$ cat src/rtl/lsu_mem_port.sv
// Load/store unit between the execute stage and a word-addressed RAM with registered reads.
// Define LSU_MISALIGN_TRAP_EN to trap misaligned halfword/word accesses instead of force-aligning them.
module lsu_mem_port #(
   parameter int unsigned ADDR_W = 14
) (
   input  logic              clk,
   input  logic              rst_n,
   input  logic              req_valid,
   output logic              req_ready,
   input  logic              req_we,
   input  logic [2:0]        req_funct3,
   input  logic [31:0]       req_addr,
   input  logic [31:0]       req_wdata,
   output logic              resp_valid,
   output logic [31:0]       resp_rdata,
   output logic              resp_err,
   output logic              ram_we,
   output logic [2:0]        ram_size,
   output logic [ADDR_W-1:0] ram_addr,
   output logic [31:0]       ram_wdata,
   input  logic [31:0]       ram_rdata
);

   typedef enum logic [2:0] {IDLE, RD, LFMT, WR, MERGE, ERR} state_t;

   state_t              state_q, state_d;
   logic                we_q;
   logic [2:0]          f3_q;
   logic [ADDR_W-1:0]   addr_q;
   logic [31:0]         wdata_q;
   logic                resp_valid_q, resp_err_q;
   logic [31:0]         resp_rdata_q;

   logic                illegal, req_err;
   logic [31:0]         load_val, merge_val;
   logic [7:0]          lane_byte;
   logic [15:0]         lane_half;
   logic                unused_addr_hi;

   assign unused_addr_hi = ^req_addr[31:ADDR_W];

   always_comb begin
      illegal = 1'b0;
      if (req_we)
         illegal = req_funct3[2] | (req_funct3[1:0] == 2'b11);
      else
         illegal = (req_funct3[1:0] == 2'b11) | (req_funct3 == 3'b110);
`ifdef LSU_MISALIGN_TRAP_EN
      req_err = illegal
              | ((req_funct3[1:0] == 2'b01) & req_addr[0])
              | ((req_funct3[1:0] == 2'b10) & (req_addr[1:0] != 2'b00));
`else
      req_err = illegal;
`endif
   end

   // Lane selection ignores addr[0] for halves and addr[1:0] for words, which force-aligns them.
   always_comb begin
      lane_byte = ram_rdata[{addr_q[1:0], 3'b000} +: 8];
      lane_half = ram_rdata[{addr_q[1], 4'b0000} +: 16];
      case (f3_q[1:0])
         2'b00:   load_val = {{24{~f3_q[2] & lane_byte[7]}}, lane_byte};
         2'b01:   load_val = {{16{~f3_q[2] & lane_half[15]}}, lane_half};
         default: load_val = ram_rdata;
      endcase
      merge_val = ram_rdata;
      if (f3_q[1:0] == 2'b00)
         merge_val[{addr_q[1:0], 3'b000} +: 8] = wdata_q[7:0];
      else
         merge_val[{addr_q[1], 4'b0000} +: 16] = wdata_q[15:0];
   end

   always_comb begin
      state_d = IDLE;
      case (state_q)
         IDLE: begin
            state_d = IDLE;
            if (req_valid) begin
               if (req_err)
                  state_d = ERR;
               else if (req_we && (req_funct3[1:0] == 2'b10))
                  state_d = WR;
               else
                  state_d = RD;
            end
         end
         RD:      state_d = we_q ? MERGE : LFMT;
         default: state_d = IDLE;
      endcase
   end

   always_ff @(posedge clk) begin
      if (!rst_n) begin
         state_q      <= IDLE;
         we_q         <= 1'b0;
         f3_q         <= '0;
         addr_q       <= '0;
         wdata_q      <= '0;
         resp_valid_q <= 1'b0;
         resp_err_q   <= 1'b0;
         resp_rdata_q <= '0;
      end else begin
         state_q      <= state_d;
         resp_valid_q <= 1'b0;
         resp_err_q   <= 1'b0;
         resp_rdata_q <= '0;
         case (state_q)
            IDLE: begin
               if (req_valid) begin
                  we_q    <= req_we;
                  f3_q    <= req_funct3;
                  addr_q  <= req_addr[ADDR_W-1:0];
                  wdata_q <= req_wdata;
               end
            end
            LFMT: begin
               resp_valid_q <= 1'b1;
               resp_rdata_q <= load_val;
            end
            WR, MERGE: resp_valid_q <= 1'b1;
            ERR: begin
               resp_valid_q <= 1'b1;
               resp_err_q   <= 1'b1;
            end
            default: ;
         endcase
      end
   end

   // Reset gates the write strobe combinationally so an in-flight WR/MERGE never commits.
   assign ram_we     = rst_n & ((state_q == WR) | (state_q == MERGE));
   assign ram_wdata  = !ram_we ? '0 : ((state_q == WR) ? wdata_q : merge_val);
   assign ram_addr   = {addr_q[ADDR_W-1:2], 2'b00};
   assign ram_size   = 3'b010;
   assign req_ready  = (state_q == IDLE);
   assign resp_valid = resp_valid_q;
   assign resp_err   = resp_err_q;
   assign resp_rdata = resp_rdata_q;

endmodule

$ cat config.mk
export PLATFORM = sky130hd
export DESIGN_NAME = lsu_mem_port
export DESIGN_NICKNAME = d
export VERILOG_FILES = /design/src/rtl/lsu_mem_port.sv
export SDC_FILE = /design/constraint.sdc
export NUM_CORES = 1
export LEC_CHECK = 0
export CAP_MARGIN = 20
export CORE_ASPECT_RATIO = 0.75
export CORE_MARGIN = 4
export CORE_UTILIZATION = 30
export DETAILED_ROUTE_END_ITERATION = 12
export SLEW_MARGIN = 20
export SYNTH_ARGS = -nofsm -noshare
export SYNTH_HDL_FRONTEND = slang
export SYNTH_SLANG_ARGS = --single-unit
$ cat constraint.sdc
create_clock -name clk -period 2.39 [get_ports clk]
set_input_delay 0.478 -clock clk [delete_from_list [all_inputs] [get_ports clk]]
set_output_delay 0.478 -clock clk [all_outputs]
set_load 0.1 [all_outputs]
==> flow_summary.yaml <==
floorplan:
  dieHeight_um: 115
  core_um2: 14700
  initial_core_util_pct: 31.3
  die_width_um: 151
  ios: 188
  die-area_um2: 17400
  fp-row-count: 38
cells_and_area:
  fin_util_pct: 53.2
  finalNetCount: 838
  area_growth_syn_to_layout_pct: 70.1
  drive_gt1_share_pct: 35.7
  antennaDiodeCount: 0
critical_path:
  critPathLaunchType: "flop"
  critPathLaunch: "addr_q[1]$_SDFFE_PN0P_"
  ff2ff_setup_slack_ns: 0.42
  r2r_cells: 6
  worst_r2r_endpoint: "resp_rdata[8]$_SDFF_PN0_"
  end_kind: "output port"
  crit_fanout: 8
  arrival_ns: 2.22
  critPathKind: "reg -> out"
  timing.rr.start: "f3_q[1]$_SDFFE_PN0P_"
  required_ns: 1.91
  setup.worst_path.end: "ram_wdata[26]"
hold_path:
  hp-class: "reg -> reg"
placed_design:
  gp_congestion: 0.881
  io_buffers: 164
  dpl.hpwl_um: 13500
synthesis:
  synth-seq-cells: 87
  synth_edf_count: 0
  synthFlopType: "dfxtp_1"
  synth_warnings: 0
  syn_area_um2: 4610
  ys_async_sr_fraction_pct: 0
  syn_area_per_cell_um2: 8.24
  yosysSeqAreaShare_pct: 37.8
  synth.distinct_cells: 49
  synthCells: 559
sta:
  fmax_mhz: 371
  worst_pin_slew_ns: 0.733
  hold_viol_final: 0
  rsz0062_at_grt: "yes"
  finClkSkew_ns: 0.0104
  finalWorstPathRequiredPeriod_ns: 2.69
  period_share_pct: 113
  max_slew_margin_pct: 51.1
  finalSetupTns_ns: -7.68
  worst_slack_ns: -0.304
  slew_violations: 0
  setup_viol: 32
flow_run:
  maxCapViolCount: 0
power:
  peakVddDrop_v: 0.000350
  powerDensity_nw_per_um2: 573
  p_leak_nw: 2.99
  p_total_w: 0.00449
global_route:
  grt_pass1_vias: 4826
  overflow: 0
  antenna_found_initial: 0
  globalRouteTotalUtil_pct: 20.3
  grt_pass1_wl_um: 27000
  grt_max_degree: 41
clock_tree:
  cts_max_level: 3
  insertion_delay_ns: 0.35
  numCtsBuffers: 9
  clock-sinks: 87
  root_buffer: "clkbuf_16"
  clk_path_buf_depth: 2
  hold_buffers: 0
  cts_tree: "done"
  clk_pin_slew_ns: 0.06
routing:
  vias_per_cell: 5.12
  antenna_left: 0
  num_vias: 4784
  wirelength_um: 17700
  drc: 0
  drt_first_pass_iters: 7
  wire_per_inst_um: 18.9
  drt_iter0_drc: 295
outcome:
  status: "complete, but fails checks"
  violations: "negative setup slack"
-- critical path, stage by stage (launching register included) --
cell and delay [ns]:
dfxtp_4 0.38, inv_6 0.04, ha_4 0.25, nor4bb_4 0.28, buf_6 0.17, a221oi_2 0.06, a211o_1 0.30, a21oi_4 0.18
buf_12 0.19
-- area by class of cell --
class | instances | area (um^2)
Inverter | 14 | 57.6
Tap cell | 200 | 250
Clock inverter | 3 | 43.8
Clock buffer | 12 | 246
Sequential cell | 87 | 1750
Multi-Input combinational cell | 399 | 3100
Fill cell | 1366 | 6900
Timing Repair Buffer | 219 | 2380
-- report_power, final --
part | switching, W | total, W | internal [W] | leakage (nW)
Clock | 0.000558 | 0.00139 | 0.000833 | 0.143
Combinational | 0.000913 | 0.00149 | 0.000581 | 2.13
Sequential | 0.0000765 | 0.00160 | 0.00153 | 0.712
Total | 0.00155 | 0.00449 | 0.00294 | 2.99
-- sequential cells by signal (all words and copies together), names as in the netlist --
register and count:
resp_rdata 32, resp_valid 1, addr_q 14, wdata_q 32, resp_err 1, state_q 3, we_q 1, f3_q 3
-- cell usage in the layout, fill, tap and decap left out, drive strengths merged, types with 2 or more instances in the layout --
cell           synthesis  final
clkdlybuf4s50          0     83
nand3b                 2      2
a222oi                 7      7
nand2                143    143
and4b                  2      2
mux2i                 11     11
nor3                  10     10
a211o                  8      8
a21boi                50     50
o22ai                  2      2
clkinv                 0      2
a221oi                32     32
dfxtp                 87     87
nor3b                 10     10
buf                   40    135
o21ai                  9      9
inv                   14     14
and2                   2      2
mux2                   7      7
nor4bb                 2      2
clkbuf                22     12
a22oi                  9      9
nor2                  32     32
a21oi                 37     37
conb                   2      5
ha                     5      5
nor2b                  2      2
-- logic make-up after synthesis --
logic type      count (synthesis)  share of synthesized area, %
mux                            18                          4.10
other cells                     2                         0.163
compound gates                159                          27.7
xor+xnor                        1                         0.190
simple gates                  211                          20.4
buf+inv                        76                          8.28
fa+ha+maj                       5                          1.36
flops                          87                          37.8
-- metal layers --
metal / share of wire [%] / GRT usage, %
met3: 8.8 / 5.59
met2: 44 / 31.0
met1: 46 / 28.9
met4: 1.1 / 3.74
met5: 0 / 0
-- cell usage after synthesis (2+ instances only) --
cell type	n	area share [%]
mux2i_1	11	2.4
nor3b_1	8	1.3
mux2_2	7	1.7
nor4bb_1	2	0.43
buf_4	17	2.8
a22oi_1	9	1.5
a21boi_1	8	1.3
a21oi_2	11	2.1
nor3_1	9	0.98
nand2_1	143	12
clkbuf_1	21	1.7
conb_1	2	0.16
a21oi_1	26	2.8
a221oi_1	25	4.8
buf_2	19	2.1
a211o_1	8	1.5
and2_1	2	0.27
ha_1	5	1.4
o21ai_0	7	0.76
nand3b_1	2	0.33
dfxtp_1	87	38
a221oi_2	7	2.3
nor2b_1	2	0.27
nor2_1	32	2.6
a21boi_0	42	6.8
inv_1	14	1.1
buf_1	3	0.24
a222oi_1	7	1.5
o21ai_2	2	0.38
and4b_1	2	0.43
-- what timing repair did --
item | 4_1_cts | 5_1_grt
cloned | 1 | 0
endpoints found under the setup margin | 33 | 33
buffers inserted | 5 | 2
resized for setup | 37 | 19
pin swaps | 21 | 21
hold endpoints to repair | 0 | 0
-- worst min path at each step --
stage                                   startpoint  cells past startpoint                       end
after floorplan           wdata_q[24]$_SDFFE_PN0P_                      2  wdata_q[24]$_SDFFE_PN0P_
after global placement      addr_q[7]$_SDFFE_PN0P_                      2    addr_q[7]$_SDFFE_PN0P_
after detailed placement    addr_q[7]$_SDFFE_PN0P_                      2    addr_q[7]$_SDFFE_PN0P_
after CTS                   addr_q[7]$_SDFFE_PN0P_                      2    addr_q[7]$_SDFFE_PN0P_
after global routing      wdata_q[18]$_SDFFE_PN0P_                      2  wdata_q[18]$_SDFFE_PN0P_
final                       addr_q[7]$_SDFFE_PN0P_                      2    addr_q[7]$_SDFFE_PN0P_
-- through the flow --
stage | setup WS (ns) | area, um^2 | hold WS, ns | std cells
global placement | -0.0504 | 7170 | 0.449 | 911
global route | -0.387 | 7840 | 0.482 | 934
CTS | -0.388 | 7740 | 0.466 | 932
detailed placement | -0.130 | 7170 | 0.458 | 911
floorplan | -0.213 | 4980 | 0.444 | 562
finish | -0.304 | 7840 | 0.459 | 934
Power figures use the tool's default switching activity.
